### src/rtl/icache_sa.sv
// Set-associative instruction cache with AXI4 read-only refill.
// Hits answer in the request cycle; misses fetch a full line with a
// critical-word-first WRAP burst, except in the uncached window, where a
// single-beat fetch is made and nothing is stored.
module icache_sa #(
    parameter int          WIDTH      = 32,
    parameter int          WAYS       = 2,
    parameter int          SETS       = 4,
    parameter int          LINE_WORDS = 4,
    parameter logic [15:0] UNCACHE_HI = 16'h0f00
) (
    input  logic             clock,
    input  logic             reset,
    input  logic             flush_i,
    input  logic             rreq_i,
    input  logic [WIDTH-1:0] raddr_i,
    output logic             rready_o,
    output logic             rvalid_o,
    output logic [WIDTH-1:0] rdata_o,
    output logic             rerr_o,
    input  logic             icache_arready_i,
    output logic             icache_arvalid_o,
    output logic [WIDTH-1:0] icache_araddr_o,
    output logic [7:0]       icache_arlen_o,
    output logic [2:0]       icache_arsize_o,
    output logic [1:0]       icache_arburst_o,
    input  logic             icache_rvalid_i,
    input  logic [WIDTH-1:0] icache_rdata_i,
    input  logic [1:0]       icache_rresp_i,
    input  logic             icache_rlast_i,
    output logic             icache_rready_o
);
    localparam int OFF_W  = $clog2(LINE_WORDS);
    localparam int IDX_W  = $clog2(SETS);
    localparam int TAG_LO = OFF_W + IDX_W + 2;
    localparam int TAG_W  = WIDTH - TAG_LO;
    localparam int WAY_W  = (WAYS > 1) ? $clog2(WAYS) : 1;

    typedef enum logic [1:0] {IDLE, SEND, WAIT} state_t;

    state_t                    state_reg, state_next;
    logic                      flush_pend_reg, flush_pend_next;
    logic                      line_err_reg, line_err_next;
    logic                      first_beat_reg, first_beat_next;
    logic                      uncached_reg, uncached_next;
    logic [WIDTH-1:0]          miss_addr_reg, miss_addr_next;
    logic [OFF_W-1:0]          fill_ptr_reg, fill_ptr_next;
    logic [WAY_W-1:0]          victim_reg, victim_next;
    logic [WAYS-1:0][SETS-1:0] valid_reg, valid_next;
    logic [SETS-1:0][WAY_W-1:0] rr_ptr_reg, rr_ptr_next;

    // Tag and data storage; reads are combinational so hits return same cycle
    logic [TAG_W-1:0] tag_mem  [WAYS][SETS];
    logic [WIDTH-1:0] data_mem [WAYS][SETS*LINE_WORDS];

    // Request and miss address fields
    logic [OFF_W-1:0] req_off;
    logic [IDX_W-1:0] req_idx;
    logic [TAG_W-1:0] req_tag;
    logic             req_uncached;
    logic [IDX_W-1:0] miss_idx;
    logic [TAG_W-1:0] miss_tag;

    assign req_off      = raddr_i[OFF_W+1:2];
    assign req_idx      = raddr_i[TAG_LO-1:OFF_W+2];
    assign req_tag      = raddr_i[WIDTH-1:TAG_LO];
    assign req_uncached = (raddr_i[WIDTH-1 -: 16] == UNCACHE_HI);
    assign miss_idx     = miss_addr_reg[TAG_LO-1:OFF_W+2];
    assign miss_tag     = miss_addr_reg[WIDTH-1:TAG_LO];

    // Byte-lane bits and the OKAY/EXOKAY distinction carry no information here
    logic unused_bits;
    assign unused_bits = ^{raddr_i[1:0], icache_rresp_i[0]};

    // Per-way tag compare; uncached addresses never hit
    logic [WAYS-1:0] way_hit;
    genvar gi;
    generate
        for (gi = 0; gi < WAYS; gi++) begin : g_way_hit
            assign way_hit[gi] = valid_reg[gi][req_idx] && !req_uncached &&
                                 (tag_mem[gi][req_idx] == req_tag);
        end
    endgenerate

    logic             accept, hit_any, beat, beat_err, fill_write, install;
    logic [WAY_W-1:0] hit_way, miss_victim;
    logic [WIDTH-1:0] hit_word;

    assign accept     = rready_o && rreq_i;
    assign hit_any    = |way_hit;
    assign hit_word   = data_mem[hit_way][{req_idx, req_off}];
    assign beat       = (state_reg == WAIT) && icache_rvalid_i;
    assign beat_err   = icache_rresp_i[1];
    assign fill_write = beat && !uncached_reg && !beat_err;
    assign install    = beat && icache_rlast_i && !uncached_reg &&
                        !line_err_reg && !beat_err;

    // Hit-way encode and victim choice: lowest invalid way wins, else round-robin
    always_comb begin
        hit_way     = '0;
        miss_victim = rr_ptr_reg[req_idx];
        for (int w = WAYS - 1; w >= 0; w--) begin
            if (way_hit[w]) begin
                hit_way = WAY_W'(w);
            end
            if (!valid_reg[w][req_idx]) begin
                miss_victim = WAY_W'(w);
            end
        end
    end

    // Next-state and output decode for the IDLE/SEND/WAIT controller
    always_comb begin
        state_next       = state_reg;
        flush_pend_next  = flush_pend_reg;
        line_err_next    = line_err_reg;
        first_beat_next  = first_beat_reg;
        uncached_next    = uncached_reg;
        miss_addr_next   = miss_addr_reg;
        fill_ptr_next    = fill_ptr_reg;
        victim_next      = victim_reg;
        valid_next       = valid_reg;
        rr_ptr_next      = rr_ptr_reg;
        rready_o         = reset && (state_reg == IDLE) && !flush_pend_reg;
        rvalid_o         = 1'b0;
        rdata_o          = '0;
        rerr_o           = 1'b0;
        icache_arvalid_o = (state_reg == SEND);
        icache_araddr_o  = miss_addr_reg;
        icache_arlen_o   = uncached_reg ? 8'd0 : 8'(LINE_WORDS - 1);
        icache_arsize_o  = 3'b010;
        icache_arburst_o = uncached_reg ? 2'b00 : 2'b10;
        icache_rready_o  = (state_reg == WAIT);

        case (state_reg)
            IDLE: begin
                if (flush_pend_reg) begin
                    valid_next      = '0;
                    flush_pend_next = 1'b0;
                end else if (accept && hit_any) begin
                    rvalid_o = 1'b1;
                    rdata_o  = hit_word;
                end else if (accept) begin
                    miss_addr_next  = raddr_i;
                    fill_ptr_next   = req_off;
                    victim_next     = miss_victim;
                    uncached_next   = req_uncached;
                    line_err_next   = 1'b0;
                    first_beat_next = 1'b1;
                    state_next      = SEND;
                    // The victim's data is overwritten beat by beat, so it must
                    // stop hitting now rather than at the end of the burst.
                    if (!req_uncached) begin
                        valid_next[miss_victim][req_idx] = 1'b0;
                    end
                end
            end
            SEND: begin
                if (icache_arready_i) begin
                    state_next = WAIT;
                end
            end
            WAIT: begin
                if (beat) begin
                    if (first_beat_reg) begin
                        rvalid_o = 1'b1;
                        rdata_o  = icache_rdata_i;
                        rerr_o   = beat_err;
                    end
                    first_beat_next = 1'b0;
                    fill_ptr_next   = fill_ptr_reg + 1'b1;
                    if (beat_err) begin
                        line_err_next = 1'b1;
                    end
                    if (icache_rlast_i) begin
                        state_next = IDLE;
                    end
                    if (install) begin
                        valid_next[victim_reg][miss_idx] = 1'b1;
                        rr_ptr_next[miss_idx] =
                            (rr_ptr_reg[miss_idx] == WAY_W'(WAYS - 1)) ? '0
                                                 : rr_ptr_reg[miss_idx] + 1'b1;
                    end
                end
            end
            default: state_next = IDLE;
        endcase

        // A new flush request is remembered in every state
        if (flush_i) begin
            flush_pend_next = 1'b1;
        end
    end

    // Control state register with asynchronous reset
    always_ff @(posedge clock or negedge reset) begin
        if (!reset) begin
            state_reg      <= IDLE;
            flush_pend_reg <= 1'b0;
            line_err_reg   <= 1'b0;
            first_beat_reg <= 1'b0;
            uncached_reg   <= 1'b0;
            miss_addr_reg  <= '0;
            fill_ptr_reg   <= '0;
            victim_reg     <= '0;
            valid_reg      <= '0;
            rr_ptr_reg     <= '0;
        end else begin
            state_reg      <= state_next;
            flush_pend_reg <= flush_pend_next;
            line_err_reg   <= line_err_next;
            first_beat_reg <= first_beat_next;
            uncached_reg   <= uncached_next;
            miss_addr_reg  <= miss_addr_next;
            fill_ptr_reg   <= fill_ptr_next;
            victim_reg     <= victim_next;
            valid_reg      <= valid_next;
            rr_ptr_reg     <= rr_ptr_next;
        end
    end

    // Array writes: data per good beat, tag once the whole line arrived cleanly
    always_ff @(posedge clock) begin
        if (fill_write) begin
            data_mem[victim_reg][{miss_idx, fill_ptr_reg}] <= icache_rdata_i;
        end
        if (install) begin
            tag_mem[victim_reg][miss_idx] <= miss_tag;
        end
    end

endmodule

### config.mk
export PLATFORM = sky130hd
export DESIGN_NAME = icache_sa
export DESIGN_NICKNAME = d
export VERILOG_FILES = /design/src/rtl/icache_sa.sv
export SDC_FILE = /design/constraint.sdc
export NUM_CORES = 1
export LEC_CHECK = 0
export ABC_AREA = 1
export CAP_MARGIN = 0
export CORE_MARGIN = 2
export CORE_UTILIZATION = 45
export DETAILED_ROUTE_END_ITERATION = 6
export MAX_ROUTING_LAYER = met4
export SYNTH_ARGS = -nofsm -noshare
export SYNTH_HDL_FRONTEND = slang
export SYNTH_SLANG_ARGS = --single-unit
### constraint.sdc
create_clock -name clock -period 12.1 [get_ports clock]
set_input_delay 3.63 -clock clock [delete_from_list [all_inputs] [get_ports clock]]
set_output_delay 3.63 -clock clock [all_outputs]
set_load 0.02 [all_outputs]
## Word level (Yosys, flattened, before mapping)

Memory sizes are Yosys's and may differ from the RTL's.
Index checks and enable logic that the tools add are counted.

- Eq/ne operators: 16
- Mux-type cells: 86
- Div/mod/pow operators: 0
- Multipliers: 0
- Bitwise logic cells: 9
- Order comparisons: 14
- Shift-type cells: 0
- Add/sub/neg operators: 2
- Reductions and logical operators: 36

Operators with widths:

| cell | number |
|---|---|
| $mux W512 | 1 |
| $mux W32 | 7 |
| $mux W26 | 5 |
| $bmux W32 S4 | 1 |
| $demux W32 S4 | 1 |
| $bmux W26 S2 | 2 |
| $mux W104 | 1 |
| $pmux W32 S2 | 1 |
| $demux W26 S2 | 1 |
| $eq A26 B26 Y1 | 2 |
| $mux W8 | 6 |
| $mux W1 | 31 |
| $mux W2 | 12 |
| $logic_and A1 B1 Y1 | 21 |
| $reduce_and A6 Y1 | 3 |
| $eq A16 B12 Y1 const B | 1 |
| $pmux W8 S2 | 1 |
| $ne A2 B2 Y1 const B | 6 |
| $ge A5 B5 Y1 const B | 2 |
| $not A4 Y5 | 2 |
| $ne A3 B3 Y1 const B | 3 |
| $and A8 B8 Y8 | 1 |
| $bmux W1 S2 | 4 |
| $demux W4 S1 | 2 |
| other kinds (29) | 46 |

- Register bits after elaboration: 53
- Memory bits (read-only): 0
- Bits in writable memories: 1,232
- Latch bits: 0
- Input port bits: 73
- Memories: 2

Memories:

| memory | depth | bits a word | rd ports | clocked after memory_dff | wr ports | line | RTL |
|---|---|---|---|---|---|---|---|
| data_mem | 2 | 512 | 1 | 0 | 1 | 54 | `logic [WIDTH-1:0] data_mem [WAYS][SETS*LINE_WORDS];` |
| tag_mem | 2 | 104 | 2 | 0 | 1 | 53 | `logic [TAG_W-1:0] tag_mem [WAYS][SETS];` |

## Longest topological paths before layout

- Depth in word-level cells: 15
- Gate-level depth with buffers: 27
- Mapped depth without buffers: 23

## Worst setup path before layout

OpenSTA, ideal clock, no wires.

- Path kind: input port to output port
- From: input raddr_i[4]
- To: output rdata_o[10]
- Path buffers: 5
- Data arrival time: 5.986 ns
- Path slack: 2.484 ns
- Data required time: 8.470 ns
- Stages on the path: 22
- Path through: buf_4 inv_2 buf_6 buf_4 nand2_1 nand2_1 nand2_1 nand3_1 nand2_1 a21oi_1 nand3_1 nor2_1 nand2_2 nand2_4 buf_2 buf_2 nand2_1 nand3_1 nand3_1 nand3_1 nand3_1 o21bai_1

- Word-level cells in the longest chain between the ends: 15
- Elaborated cells between the ends (all ways): 29

RTL lines:

| what | line | RTL |
|---|---|---|
| start: declaration | 16 | `input logic [WIDTH-1:0] raddr_i,` |
| $not A2 Y3 (not written as such) | 81 | `(tag_mem[gi][req_idx] == req_tag);` |
| $bmux W26 S2 | 81 |  |
| $mux W26 (not written as such) (2 in series) | 81 |  |
| $eq A26 B26 Y1 | 81 |  |
| $logic_and A1 B1 Y1 | 80 | `assign way_hit[gi] = valid_reg[gi][req_idx] && !req_uncached &&` |
| $mux W1 (2 in series) | 103 | `if (way_hit[w]) begin` |
| $mem_v2 Z2 W512 | n/a |  |
| $bmux W32 S4 | 91 | `assign hit_word = data_mem[hit_way][{req_idx, req_off}];` |
| $mux W32 (not written as such) (2 in series) | 91 |  |
| $mux W32 * | 140 | `end else if (accept && hit_any) begin` |
| $mux W32 * | 137 | `if (flush_pend_reg) begin` |
| $pmux W32 S2 * | 135 | `case (state_reg)` |
| end: declaration | 19 | `output logic [WIDTH-1:0] rdata_o,` |

Mark *: on every way between the ends. The rest lies on a longest branch, timed or not. The select of a mux whose other input is x is not followed.

## Worst setup path after layout

- From: input raddr_i[5]
- To: output rdata_o[17]

Same word-level chain as after synthesis.

==> impl_results.html <==
<table>
<tr><th>Metric</th><th>Value</th></tr>
<tr><th colspan="2">Synth</th></tr>
<tr><td>Cell with the most instances after synthesis</td><td>nand2_1</td></tr>
<tr><td>Simple-gate area share of the yosys netlist</td><td>24.4%</td></tr>
<tr><td>Portion of the post-synthesis area used by sequential elements</td><td>70.8%</td></tr>
<tr><td>Multiplexer share of the synthesized area</td><td>0%</td></tr>
<tr><td>Post-synthesis share of cell area spent on xor and xnor gates</td><td>0%</td></tr>
<tr><td>Yosys Warn Count</td><td>0</td></tr>
<tr><td>Seq cells post-synth</td><td>1285</td></tr>
<tr><td>Compound-gate portion of the synthesized area</td><td>1.15%</td></tr>
<tr><td>Most used flip-flop cell after synthesis</td><td>edfxtp_1</td></tr>
<tr><td>Dominant cells by area after synthesis</td><td>edfxtp_1 68%, nand3_1 12%, nand2_1 10%, dfrtp_1 2.5%, nor2_1 1.2%</td></tr>
<tr><td>Synthesized instance count</td><td>4860</td></tr>
<tr><td>Largest family of logic cells by synthesized area</td><td>simple AND/OR/NAND/NOR gates</td></tr>
<tr><td>Synthesized area</td><td>54100 sq um</td></tr>
<tr><td>Dominant cell type by area after synthesis</td><td>edfxtp_1</td></tr>
<tr><td>Top cell type's share of synthesized area</td><td>68.4%</td></tr>
<tr><td>Async S/R FF share, synth</td><td>4.12%</td></tr>
<tr><td>Number of enable-type register cells in the synthesized netlist</td><td>1232</td></tr>
<tr><td>Number of different library cells in the post-synthesis netlist</td><td>34</td></tr>
<tr><td>Most frequent cells after synthesis</td><td>1490 x nand2_1, 1348 x nand3_1, 1232 x edfxtp_1, 179 x nor2_1, 119 x buf_2</td></tr>
<tr><td>Syn avg cell area</td><td>11.1 sq um</td></tr>
<tr><td>Adder and majority cell fraction of the synthesized area</td><td>0.0925%</td></tr>
<tr><th colspan="2">Route</th></tr>
<tr><td>Uppermost layer routed</td><td>met4</td></tr>
<tr><td>Overall via count from detail_route</td><td>37.7k</td></tr>
<tr><td>Routed length per instance</td><td>23.4 um</td></tr>
<tr><td>Number of nets still failing antenna checks after routing</td><td>0</td></tr>
<tr><td>Detailed route wirelength on metal3</td><td>13300 um</td></tr>
<tr><td>Drt pass-1 iters</td><td>6</td></tr>
<tr><td>Detailed Route Iter0 Violations</td><td>4076</td></tr>
<tr><td>Detail-routed via count per cell</td><td>5.64</td></tr>
<tr><td>Total Wirelength</td><td>157000 um</td></tr>
<tr><td># DRC</td><td>0</td></tr>
<tr><td>Wire length on met1</td><td>65700 um</td></tr>
<tr><td>Sum of met2 wire segment lengths after detailed routing</td><td>73400 um</td></tr>
<tr><th colspan="2">Floorplan</th></tr>
<tr><td>Horizontal die dimension</td><td>351 um</td></tr>
<tr><td>Die Ht</td><td>351 um</td></tr>
<tr><td>Starting density of the core</td><td>45.2%</td></tr>
<tr><td>Std-Cell Rows</td><td>127</td></tr>
<tr><td>Boundary pin count</td><td>155</td></tr>
<tr><td>Core region area</td><td>120000 sq um</td></tr>
<tr><td>Die Footprint</td><td>123000 sq um</td></tr>
<tr><th colspan="2">Pwr</th></tr>
<tr><td>Static Leakage</td><td>22.7 nW</td></tr>
<tr><td>Sw Share</td><td>24.3%</td></tr>
<tr><td>Gate power share</td><td>8.3%</td></tr>
<tr><td>Power per unit of standard cell area</td><td>162 nW/um^2</td></tr>
<tr><td>Switching Power</td><td>2.44 mW</td></tr>
<tr><td>Power share of the clock group</td><td>40.2%</td></tr>
<tr><td>Final Total Pwr</td><td>10.1 mW</td></tr>
<tr><td>Internal power of the cells</td><td>7.63 mW</td></tr>
<tr><td>Relative contribution of sequential cells to total power</td><td>51.5%</td></tr>
<tr><td>Worst supply voltage drop on vdd</td><td>0.144 mV</td></tr>
<tr><th colspan="2">GRT</th></tr>
<tr><td>Pin count of the biggest net entering global routing</td><td>153</td></tr>
<tr><td>Number of antenna violations at the first check in global routing</td><td>6</td></tr>
<tr><td>Total overflow reported by the global router</td><td>0</td></tr>
<tr><td>First-pass GRT wire length</td><td>232000 um</td></tr>
<tr><td>GRT Overall Usage</td><td>26.2%</td></tr>
<tr><td>Number of global-route vias before repair</td><td>35.7k</td></tr>
<tr><th colspan="2">CTS</th></tr>
<tr><td>TritonCTS sink count</td><td>1285</td></tr>
<tr><td>Num CTS Buffers</td><td>136</td></tr>
<tr><td>Buffer levels on the longest clock path</td><td>3</td></tr>
<tr><td>Number of H-tree levels</td><td>4</td></tr>
<tr><td>Cell at the root of the clock tree</td><td>clkbuf_16</td></tr>
<tr><td>CTS tree</td><td>built</td></tr>
<tr><td>Hold buffers post-CTS</td><td>0</td></tr>
<tr><td>Insertion delay to the later sink of the worst-skew pair</td><td>750 ps</td></tr>
<tr><td>Setup repair bufs after CTS</td><td>0</td></tr>
<tr><td>Clk pin slew, worst setup/hold paths</td><td>60 ps</td></tr>
<tr><td>Resized cells post-CTS</td><td>0</td></tr>
<tr><th colspan="2">Cells and area</th></tr>
<tr><td>Final standard cell count with taps included and fillers excluded</td><td>6687</td></tr>
<tr><td>Number of fill cells in the layout</td><td>10.2k</td></tr>
<tr><td>Area of all placed cells without fillers</td><td>62000 sq um</td></tr>
<tr><td>Max FFs per register</td><td>1024</td></tr>
<tr><td>Share of cells above drive strength 1</td><td>7.71%</td></tr>
<tr><td>Register bank with the most flops</td><td>data_mem</td></tr>
<tr><td>Nets</td><td>5044</td></tr>
<tr><td>Synthesis-to-finish area growth</td><td>14.7%</td></tr>
<tr><th colspan="2">Critical path</th></tr>
<tr><td>Largest stage delay, worst path</td><td>480 ps</td></tr>
<tr><td>Critical path start-end classification</td><td>in2out</td></tr>
<tr><td>Cell with the most instances on the worst path</td><td>nand3_1</td></tr>
<tr><td>Setup crit end kind</td><td>output pin</td></tr>
<tr><td>Cell with the largest stage delay on the worst path</td><td>inv_2</td></tr>
<tr><td>Element type at the critical path start</td><td>primary input</td></tr>
<tr><td>Required time of the worst setup path</td><td>8470 ps</td></tr>
<tr><td>Data arrival time of the critical path</td><td>7920 ps</td></tr>
<tr><td>Largest fanout on the critical path</td><td>63</td></tr>
<tr><td>Top cell family by delay on the critical path</td><td>buffers and inverters</td></tr>
<tr><td>Cell Chain, Critical Path</td><td>buf_2 -&gt; inv_2 -&gt; nand2_1 -&gt; nand3_1 -&gt; nand2_1 -&gt; a21oi_1 -&gt; nand3_1 -&gt; nor2_1 -&gt; nand2_4 -&gt; nand2_8 -&gt; buf_12 -&gt; buf_12 -&gt; buf_4 -&gt; nand2_1 -&gt; nand3_1 -&gt; nand3_1 -&gt; nand3_1 -&gt; nand3_1 -&gt; o21bai_1 -&gt; buf_4</td></tr>
<tr><td>Buf/Inv on CP</td><td>6</td></tr>
<tr><th colspan="2">Timing</th></tr>
<tr><td>Unrepaired setup endpoints after global routing</td><td>no</td></tr>
<tr><td>Minimum clock period</td><td>11550 ps</td></tr>
<tr><td>Hold violation total from the final report</td><td>0</td></tr>
<tr><td>Ratio of final minimum period to clock period</td><td>95.5%</td></tr>
<tr><td>Final setup violation count</td><td>0</td></tr>
<tr><td>Max-slew violations</td><td>0</td></tr>
<tr><td>Slew Limit Headroom</td><td>18.6%</td></tr>
<tr><td>Clock tree skew after final layout</td><td>24.0 ps</td></tr>
<tr><td>Achievable frequency</td><td>0.0866 GHz</td></tr>
<tr><td>Slew @ Worst Pin</td><td>1220 ps</td></tr>
<tr><td>Setup TNS Final</td><td>0 ps</td></tr>
<tr><th colspan="2">Placement</th></tr>
<tr><td>Instance area at placement</td><td>57700 sq um</td></tr>
<tr><td>Final RePlAce weighted congestion</td><td>0.871</td></tr>
<tr><td>Final HPWL DP</td><td>82400 um</td></tr>
<tr><td>Number of port buffers</td><td>143</td></tr>
<tr><td>Post-placement cell count</td><td>6441</td></tr>
<tr><th colspan="2">Worst hold path</th></tr>
<tr><td>Classification of the worst-slack hold path</td><td>reg2reg</td></tr>
<tr><th colspan="2">Outcome</th></tr>
<tr><td>Run status</td><td>complete, no violations</td></tr>
<tr><th colspan="2">Flow run</th></tr>
<tr><td>Count of maximum capacitance violations</td><td>0</td></tr>
</table>
## worst register-to-register path: stages, from the launching register on
cell and delay (ps):
dfrtp_1 430, inv_1 60, nor2_1 90, buf_4 230, nand2_1 100, buf_4 270
nor3_1 590, nand2_1 680, nor2_4 970, buf_4 500
## kinds of logic (layout without fill, tap and decap cells)
family                     count (synthesis)  after routing
other                                      2             15
buffers and inverters                    418            620
AOI/OAI and AO/OA                        107            107
adders and majority gates                  4              4
and+or+nand+nor                         3044           3044
DFF                                     1285           1285
## routing by layer
metal | vias to the layer above | global-route usage (%)
li1 | 17278 | -
met1 | 18462 | 35.7
met2 | 1664 | 40.7
met3 | 287 | 4.22
met4 | 0 | 7.91
met5 | - | -
## placed cells by master (no fill, tap or decap), types with 22 or more instances in the layout
| cell | count |
|---|---|
| nor2_4 | 45 |
| clkbuf_16 | 140 |
| dfrtp_1 | 53 |
| o21ai_0 | 58 |
| o21bai_1 | 22 |
| nand3_1 | 1348 |
| clkbuf_1 | 34 |
| inv_1 | 97 |
| edfxtp_1 | 1232 |
| buf_12 | 27 |
| buf_4 | 114 |
| nor2_1 | 135 |
| clkinv_1 | 26 |
| nand2_1 | 1489 |
| clkdlybuf4s50_1 | 128 |
## path summary, 6_finish.rpt
check                                    from             endpoint  slack [ps]  depth (start not counted)
min reg2reg                icache_araddr_o[2]   icache_araddr_o[2]         490                          2
max reg2reg                      state_reg[1]     data_mem[0][120]        7840                          9
max in group asynchronous               reset  icache_araddr_o[31]        8300                          3
min                        icache_araddr_o[2]   icache_araddr_o[2]         490                          2
min in group asynchronous               reset   icache_araddr_o[9]        2900                          2
max                                raddr_i[5]          rdata_o[17]         550                         20
## metrics by stage
step           setup WS (ps)  util (%)  hold WS [ps]
2_1_floorplan           2480         -           472
3_3_place_gp             688      48.2           465
3_5_place_dp             612      48.2           483
4_1_cts                  567      51.8           497
5_1_grt                  244      51.8           515
6_report                 549      51.8           490
## power by group through the flow
stage	registers [mW]	clock network (mW)	logic, mW
final	5.19	4.05	0.838
after detailed placement	5.28	0	0.831
after CTS	5.19	4.10	0.835
after global placement	5.27	0	0.819
after floorplan	5.29	0	0.367
after global routing	5.20	4.26	0.913
## cell type report
type                    instances  area [sq um]  area share, %
repair buffers                273          2710           4.37
flip-flops and latches       1285         38300           61.8
clock inverters                65           642           1.03
well taps                    1612          2020           3.25
inverters                     106           414          0.668
clock buffers                 176          3660           5.90
multi-input cells            3165         14300           23.0
diodes                          5          12.5         0.0202
(Power assumes the default switching activity.)
